<file path="config.mk">
export PLATFORM = sky130hd
export DESIGN_NAME = mux_rr_arbiter
export DESIGN_NICKNAME = d
export VERILOG_FILES = /design/src/rtl/mux_arb_pkg.sv /design/src/rtl/rr_pick16.sv /design/src/rtl/mux_rr_arbiter.sv
export SDC_FILE = /design/constraint.sdc
export NUM_CORES = 1
export LEC_CHECK = 0
export ABC_CLOCK_PERIOD_IN_PS = 3700
export CORE_MARGIN = 1.5
export CORE_UTILIZATION = 47
export CTS_CLUSTER_DIAMETER = 150
export DETAILED_ROUTE_END_ITERATION = 8
export PLACE_DENSITY = 0.78
export SLEW_MARGIN = 20
export SYNTH_ARGS = -nofsm -noshare
export SYNTH_HDL_FRONTEND = slang
export SYNTH_HIERARCHICAL = 1
export SYNTH_SLANG_ARGS = --single-unit
</file>
<file path="constraint.sdc">
create_clock -name clk -period 3.7 [get_ports clk]
set_input_delay 0.37 -clock clk [delete_from_list [all_inputs] [get_ports clk]]
set_output_delay 0.37 -clock clk [all_outputs]
set_load 0.02 [all_outputs]
</file>
<file path="src/rtl/mux_arb_pkg.sv">
// Shared definitions for the 16-requester round-robin mux arbiter.
//   N_REQ   : requester count, fixed to the mux fan-in
//   SEL_W   : mux select width
//   arbState_t : FSM encoding
//   rr_pick : round-robin pick, first requester at or after ptr (mod N_REQ)
package mux_arb_pkg;

  localparam int unsigned N_REQ = 16;
  localparam int unsigned SEL_W = 4;

  typedef enum logic {
    ST_IDLE  = 1'b0,
    ST_GRANT = 1'b1
  } arbState_t;

  // Rotate req so that bit ptr lands at position 0, priority-encode the lowest
  // set bit, then add ptr back. The double-width copy makes the rotate a plain shift.
  function automatic logic [SEL_W-1:0] rr_pick(input logic [N_REQ-1:0] reqVec,
                                               input logic [SEL_W-1:0] ptrVal);
    logic [2*N_REQ-1:0] dbl;
    logic [N_REQ-1:0]   rot;
    logic [SEL_W-1:0]   off;
    dbl = {reqVec, reqVec};
    rot = N_REQ'(dbl >> ptrVal);
    off = '0;
    for (int k = N_REQ - 1; k >= 0; k--) begin
      if (rot[SEL_W'(k)]) off = SEL_W'(k);
    end
    return SEL_W'(ptrVal + off);
  endfunction

endpackage

</file>
<file path="src/rtl/rr_pick16.sv">
// Combinational round-robin pick over 16 request lines.
//   req : request vector
//   ptr : highest-priority position
//   idx : first set request scanning ptr, ptr+1, ..., wrapping (valid when any=1)
//   any : at least one request is set
module rr_pick16
  import mux_arb_pkg::*;
(
  input  logic [N_REQ-1:0] req,
  input  logic [SEL_W-1:0] ptr,
  output logic [SEL_W-1:0] idx,
  output logic             any
);

  assign idx = rr_pick(req, ptr);
  assign any = |req;

endmodule

</file>
<file path="src/rtl/mux_rr_arbiter.sv">
// Round-robin arbiter sharing a 16:1 x 16-bit mux among 16 requesters.
// Each grant carries up to MAX_BURST beats, then priority rotates past the
// granted requester. Back-to-back grants are issued with no idle bubble.
//   clk  : clock, rising edge
//   res  : synchronous active-high reset
//   req  : per-requester request lines
//   rdy  : downstream accepts the mux output this cycle
//   sel  : mux select (registered)
//   gnt  : one-hot grant, zero when idle (registered)
//   vld  : mux output valid (registered)
//   ack  : one-hot transfer pulse to the granted requester
//   busy : arbiter is in GRANT
// MAX_BURST legal range is 1..8.
module mux_rr_arbiter
  import mux_arb_pkg::*;
#(
  parameter int unsigned MAX_BURST = 4
) (
  input  logic             clk,
  input  logic             res,
  input  logic [N_REQ-1:0] req,
  input  logic             rdy,
  output logic [SEL_W-1:0] sel,
  output logic [N_REQ-1:0] gnt,
  output logic             vld,
  output logic [N_REQ-1:0] ack,
  output logic             busy
);

  localparam int unsigned CNT_W = $clog2(MAX_BURST) + 1;

  arbState_t        state, nextState;
  logic [SEL_W-1:0] ptr, nextPtr;
  logic [CNT_W-1:0] beat, nextBeat;
  logic [SEL_W-1:0] nextSel;
  logic [N_REQ-1:0] nextGnt;
  logic             nextVld;

  logic [SEL_W-1:0] pickPtr;
  logic [SEL_W-1:0] pickIdx;
  logic             pickAny;
  logic             xfer;
  logic             lastBeat;
  logic             release_;

  // On release the new priority start is sel+1, so arbitrate from there in the same edge.
  assign pickPtr = (state == ST_GRANT) ? SEL_W'(sel + SEL_W'(1)) : ptr;

  rr_pick16 uPick (
    .req (req),
    .ptr (pickPtr),
    .idx (pickIdx),
    .any (pickAny)
  );

  assign xfer     = vld & rdy;
  assign lastBeat = (beat == CNT_W'(MAX_BURST - 1));
  assign release_ = ~req[sel] | (xfer & lastBeat);

  assign ack  = gnt & {N_REQ{xfer & ~res}};
  assign busy = (state == ST_GRANT);

  // Next-state and output register values.
  always_comb begin
    nextState = state;
    nextPtr   = ptr;
    nextBeat  = beat;
    nextSel   = sel;
    nextGnt   = gnt;
    nextVld   = vld;
    unique case (state)
      ST_IDLE: begin
        if (pickAny) begin
          nextState = ST_GRANT;
          nextSel   = pickIdx;
          nextGnt   = N_REQ'(1) << pickIdx;
          nextVld   = 1'b1;
          nextBeat  = '0;
        end else begin
          nextSel = '0;
          nextGnt = '0;
          nextVld = 1'b0;
        end
      end
      ST_GRANT: begin
        if (release_) begin
          nextPtr  = SEL_W'(sel + SEL_W'(1));
          nextBeat = '0;
          if (pickAny) begin
            nextSel = pickIdx;
            nextGnt = N_REQ'(1) << pickIdx;
            nextVld = 1'b1;
          end else begin
            nextState = ST_IDLE;
            nextSel   = '0;
            nextGnt   = '0;
            nextVld   = 1'b0;
          end
        end else if (xfer) begin
          nextBeat = CNT_W'(beat + CNT_W'(1));
        end
      end
      default: nextState = ST_IDLE;
    endcase
  end

  // State and output registers.
  always_ff @(posedge clk) begin
    if (res) begin
      state <= ST_IDLE;
      ptr   <= '0;
      beat  <= '0;
      sel   <= '0;
      gnt   <= '0;
      vld   <= 1'b0;
    end else begin
      state <= nextState;
      ptr   <= nextPtr;
      beat  <= nextBeat;
      sel   <= nextSel;
      gnt   <= nextGnt;
      vld   <= nextVld;
    end
  end

endmodule

</file>
======== Word level (Yosys, flattened, before mapping) ========
Cells that the tools add are included.
storage, ports and cells
  bits in writable memories ............... 0
  input bits .............................. 19
  latch bits .............................. 0
  logic and storage cells ................. 53
  memory bits (read-only) ................. 0
  register bits ........................... 29
  memories kept ........................... 0
operators by class
  order comparisons ....................... 1
  multiplexer cells ....................... 26
  bitwise gates (word level) .............. 8
  divide/modulo/power cells ............... 0
  add/sub/neg operators ................... 3
  $mul .................................... 0
  reductions and logical operators ........ 3
  eq/ne operators ......................... 4
  shifts and indexed selects .............. 2
operators with widths
  cell                    count
  $mux W4                 11
  $mux W16                2
  $pmux W16 S2            1
  $shr A32 B4 Y8          1
  $and A16 B16 Y16        1
  $reduce_or A16 Y1       1
  $shl A1 B4 Y16 const A  1
  $mux W3                 3
  $pmux W4 S2             1
  $pmux W3 S2             1
  $lt A4 B5 Y1 const B    1
  $add A4 B1 Y4 const B   1
  $add A4 B4 Y4           1
  $bmux W1 S4             1
  $mux W1                 4
  $pmux W1 S2             2
  $reduce_and A2 Y1       2
  $add A3 B1 Y3 const B   1
  $and A1 B1 Y1           3
  $eq A3 B2 Y1 const B    1
  $ne A3 B1 Y1 const B    1
  $not A1 Y1              3
  $ne A2 B1 Y1 const B    1
  $ne A2 B2 Y1 const B    1
  $or A1 B1 Y1            1

======== Depth between registers and ports, before layout ========
Gate-level depths: netlist of run 1.
  depth in word-level cells ............... 16
  mapped depth ............................ 19
  depth with buffers taken out ............ 17

======== Hierarchy ========
Netlist of run 1, hierarchy kept.
by module, submodules not included
  module          area an instance (um^2)  cells each  times used
  mux_rr_arbiter  1,725.4                  209         1
  rr_pick16       903.4                    88          1

======== Worst setup path after synthesis of run 1 ========
Ideal clock, no wire load.
  path type ............................... flip-flop to flip-flop
  start ................................... reg state (netlist: busy)
  end ..................................... reg gnt[8]
  library setup time ...................... 0.070 ns
  data required time ...................... 3.630 ns
  buffers on the path ..................... 3
  clock period less this slack ............ 4.130 ns
  stages on the path, launching flop included .. 19
  path slack .............................. -0.430 ns
  arrival time ............................ 4.059 ns
  path through ............................ dfxtp_1 -> clkbuf_1 -> mux2_2 -> buf_6 -> buf_4 -> and2_1 -> a2bb2o_1 -> nor4_2 -> a21oi_1 -> a21oi_1 -> ha_1 -> a21o_1 -> a21oi_1 -> xnor2_1 -> nand2_1 -> or2_2 -> nor3_1 -> o21ai_1 -> a21oi_1
between the ends
  cells in the longest elaborated chain, start to end .. 14
  elaborated cells on any way between the ends .. 16
RTL lines
  element                   RTL line                                    RTL
  start: declaration        mux_rr_arbiter.sv:32                        arbState_t state, nextState;
  start signal: assignment  mux_rr_arbiter.sv:117                       state <= nextState;
  $mux W4 (*)               mux_rr_arbiter.sv:47                        assign pickPtr = (state == ST_GRANT) ? SEL_W'(sel + SEL_W'(1)) : ptr;
  named net pickPtr[1]      mux_rr_arbiter.sv:39                        logic [SEL_W-1:0] pickPtr;
  $shr A32 B4 Y8            mux_arb_pkg.sv:24                           rot = N_REQ'(dbl >> ptrVal);
  $mux W4 (7 in series)     mux_arb_pkg.sv:27                           if (rot[SEL_W'(k)]) off = SEL_W'(k);
  $add A4 B4 Y4 (*)         mux_arb_pkg.sv:29                           return SEL_W'(ptrVal + off);
  named net pickIdx[3]      mux_rr_arbiter.sv:40                        logic [SEL_W-1:0] pickIdx;
  $shl A1 B4 Y16 (*)        mux_rr_arbiter.sv:76, mux_rr_arbiter.sv:91
  $mux W16 (*)              mux_rr_arbiter.sv:73, mux_rr_arbiter.sv:89
  $mux W16                  mux_rr_arbiter.sv:86                        if (release_) begin
  $pmux W16 S2 (*)          mux_rr_arbiter.sv:71                        unique case (state)
  end signal: assignment    mux_rr_arbiter.sv:121                       gnt <= nextGnt;
  end: declaration          mux_rr_arbiter.sv:24                        output logic [N_REQ-1:0] gnt,
Mark *: on every way through the listed nets, which the timed path passes. The rest lies on a longest branch. The select of a mux whose other input is x is not followed.
A chain may end at the register's enable or synchronous reset.

======== Worst setup path in the final report of run 1 ========
  start ................................... reg sel[1]
  end ..................................... reg gnt[8]
between the ends
  cells in the longest elaborated chain, start to end .. 15
  elaborated cells on any way between the ends .. 20
RTL lines
  element                   RTL line                                    RTL
  start: declaration        mux_rr_arbiter.sv:23                        output logic [SEL_W-1:0] sel,
  start signal: assignment  mux_rr_arbiter.sv:120                       sel <= nextSel;
  $add A4 B1 Y4 (*)         mux_rr_arbiter.sv:47
  $mux W4 (*)               mux_rr_arbiter.sv:47
  named net pickPtr[1]      mux_rr_arbiter.sv:39
  $shr A32 B4 Y8            mux_arb_pkg.sv:24
  $mux W4 (7 in series)     mux_arb_pkg.sv:27
  $add A4 B4 Y4 (*)         mux_arb_pkg.sv:29
  named net pickIdx[3]      mux_rr_arbiter.sv:40
  $shl A1 B4 Y16 (*)        mux_rr_arbiter.sv:76, mux_rr_arbiter.sv:91
  $mux W16 (*)              mux_rr_arbiter.sv:73, mux_rr_arbiter.sv:89
  $mux W16                  mux_rr_arbiter.sv:86
  $pmux W16 S2 (*)          mux_rr_arbiter.sv:71
Marked as above.

==> impl_results.md, run 1 <==
- Die area: 0.006051 mm²
- Min Tclk post-route: 3828 ps
- Yosys reg bits: 29
- Final ANT Viol Nets: 0
- Yosys warns: 6
- Final cell count without fillers: 461
- Number of library cell types mapped by synthesis: 60
- Clock Path Buffers: 2
- Clk pwr share: 0.099
- CTS Root Cell: clkbuf_8
- CP startpoint kind: flip-flop
- GRT Overall Usage: 0.2665
- Combinational power share: 0.740
- Cells after synthesis: 297
- Worst R2R Start: sel[1]
- Layout cells sized above 1: 0.3162
- Crit path required time: 3920 ps
- CTS clk-pin slew, worst paths: 70 ps
- Seq pwr share: 0.161
- Cts hold-fix bufs: 0
- CP endpoint: gnt[8]
- Fmax: 261.2 MHz
- Placed cell areas: 0.003547 mm²
- Max FO, Critical Path: 6
- Max Slew Vio Count: 0
- Area delta synth->final: 45.55%
- Initial antenna violation count: 0
- R2r setup slk: -130 ps
- Reg2Reg Depth: 18
- DR DRC count: 0
- Sw power: 1.314 mW
- Pint: 1.601 mW
- Net Sw Frac: 0.4508
- Slew @ Worst Pin: 1073 ps
- GRT overflow: 0
- Kind of critical path: reg -> reg
- Static leakage: 1.397 nW
- Average cell area after synthesis: 8.851 µm²
- RSZ-0062 raised after global routing: true
- Ports: 57
- Core Box Area: 0.005439 mm²
- Async SR Flop Fraction: 0
- Number of synthesized flops with an enable pin: 0
- RePlAce Congestion: 0.8943
- Site Rows: 27
- Worst vdd ir: 0.0004666 V
- Insertion delay to the later sink of the worst-skew pair: 280 ps
- Clock sinks: 29
- Register area share after synthesis: 0.2208
- CP startpoint: sel[1]
- WL per Instance: 17.61 µm
- Drt first pass iters: 4
- Hold Crit Class: reg -> reg
- Synth Net Count: 323
- Initial DRC count: 105
- CP endpoint kind: flip-flop
- Placed insts: 449
- Clock Skew: 7.457 ps
- Via-to-Cell Ratio: 5.954
- H-tree lvl count: 2
- Critical path arrival: 4050 ps
- Reg-to-Reg End: gnt[8]
- Maxcap violations: 0
- CTS tree: done
- Most frequent cells in the layout: clkdlybuf4s50_1 (56), buf_4 (48), a21oi_1 (25), dfxtp_1 (25), nand3_1 (23)
- Initial Utilization: 0.4833
- Synth Flop Type: dfxtp_1
- # port buffers: 56
- Setup slack after layout: -127.8 ps
- Clock buffer count from CTS: 5
- Status: finished with violations
- Worst Hold Slack: 479.4 ps
- Largest net degree at the start of global routing: 34
- Cell area after layout: 0.003826 mm²
- Most common cell after layout, fill and taps aside: clkdlybuf4s50_1
- Relative slew slack: 0.2846
- Diodes inserted: 0
- Setup TNS: -1151 ps
- Failing checks: setup timing
- Global-route wire length before repair: 12.98 mm
- Final setup viols: 16
- Synthesized area: 0.002629 mm²
- Total Nets Final: 414
- Post-Route WL: 8.117 mm
- P per Cell Area: 761.9 mW/mm²
- Via count: 2745
- Post-DP HPWL: 5.705 mm
- DIE WIDTH: 77.79 µm
- Final hold vios: 0
- Chip Height: 77.79 µm
- Vias in the first global route: 2740
- Final period util: 1.035
how the worst min path moves through the flow:
| stage | start | endpoint | slack (ps) | cells after the start |
|---|---|---|---|---|
| 2_1_floorplan | ptr[0] | ptr[0] | 450 | 2 |
| 3_3_place_gp | beat[2] | beat[2] | 460 | 2 |
| 3_5_place_dp | gnt[13] | gnt[13] | 470 | 2 |
| 4_1_cts | gnt[13] | gnt[13] | 480 | 2 |
| 5_1_grt | beat[2] | beat[2] | 500 | 2 |
| 6_report | beat[2] | beat[2] | 480 | 2 |
cell usage after synthesis (3+ instances only):
cell      instances  area (µm²)
dfxtp_1          29       580.6
a21oi_1          28       140.1
nand3_1          25       125.1
nor2_1           24       90.09
o21ai_1          18       90.09
and2_1           17       106.4
mux2i_1          11       110.1
clkbuf_1         10       37.54
nand2_1           9       33.78
nor3_1            8       40.04
mux2_2            7       78.83
mux4_1            7       183.9
mux4_2            7       157.7
nand2b_1          7       43.79
ha_1              6       75.07
o211ai_1          6       45.04
buf_6             5       56.30
nor4_1            5       31.28
buf_2             4       20.02
inv_1             4       15.01
mux2_1            4       45.04
a211oi_1          3       22.52
or4_1             3       22.52
repair_timing:
| action | in CTS | in global routing |
|---|---|---|
| resized for setup | 20 | 16 |
| endpoints found under the hold margin | 0 | 0 |
| pin swaps | 18 | 13 |
| buffers inserted | 5 | 1 |
| endpoints found under the setup margin | 17 | 17 |
power by group through the flow:
stage                     Combinational [mW]  Sequential, mW  Clock [mW]
final                                   2.16           0.468       0.290
after global routing                    2.31           0.481       0.303
after CTS                               2.02           0.467       0.291
after detailed placement                1.86           0.466           0
after global placement                  1.83           0.462           0
after floorplan                         1.21           0.540           0
cell families (layout without fill, tap and decap cells):
logic type      Yosys count  in the layout  synth area share
fa+ha+maj                 7              7           0.03617
mux                      37             37            0.2242
simple gates            115            115            0.2366
flops                    29             29            0.2208
compound gates           78             78            0.2113
xor+xnor                  4              4           0.01333
buf+inv                  27            119           0.05759
area by class of cell:
| type | count | area, µm² |
|---|---|---|
| Inverter | 4 | 15.01 |
| Fill cell | 431 | 1613 |
| Clock buffer | 7 | 96.34 |
| Timing Repair Buffer | 107 | 963.4 |
| Tap cell | 72 | 90.09 |
| Multi-Input combinational cell | 241 | 2066 |
| Clock inverter | 1 | 5.005 |
| Sequential cell | 29 | 590.6 |
critical path: stages (launching register included):
cell	delay (ps)
dfxtp_4	360
ha_4	230
mux2_4	300
buf_6	150
buf_6	110
mux4_2	450
nand3_2	100
nand4_1	130
a211oi_2	280
a21oi_2	100
ha_1	290
a21o_1	180
a21oi_2	180
xnor2_2	160
nand2_1	90
or2_4	290
nor3_2	130
o21ai_1	90
a21oi_1	140
flip-flops by register name (all words and copies together) (netlist names):
name and cells:
beat 3, busy 1, gnt 16, ptr 4, sel 4, vld 1
metrics by stage:
stage	total power [mW]	setup WS, ps	util
floorplan	1.747	-39.37	-
global placement	2.291	-164.5	0.6522
detailed placement	2.330	-252.1	0.6522
CTS	2.776	-97.85	0.6897
global route	3.090	-294.3	0.7035
finish	2.915	-127.8	0.7035
routing by layer:
metal / GRT usage / up-vias / part of all wire
li1: - / 1299 / -
met1: 0.3128 / 1325 / 0.41
met2: 0.4739 / 96 / 0.51
met3: 0.03647 / 25 / 0.045
met4: 0.1255 / 0 / 0.035
met5: 0 / - / 0
(Power assumes the default switching activity.)
==> run 2: changes to the inputs <==
--- a/config.mk
+++ b/config.mk
@@ -10,6 +10,7 @@
 export CORE_UTILIZATION = 47
 export CTS_CLUSTER_DIAMETER = 150
 export DETAILED_ROUTE_END_ITERATION = 8
+export GPL_ROUTABILITY_DRIVEN = 0
 export PLACE_DENSITY = 0.78
 export SLEW_MARGIN = 20
 export SYNTH_ARGS = -nofsm -noshare
==> results of run 2 <==
Final layout, timing and power as in run 1 (identical DEF).
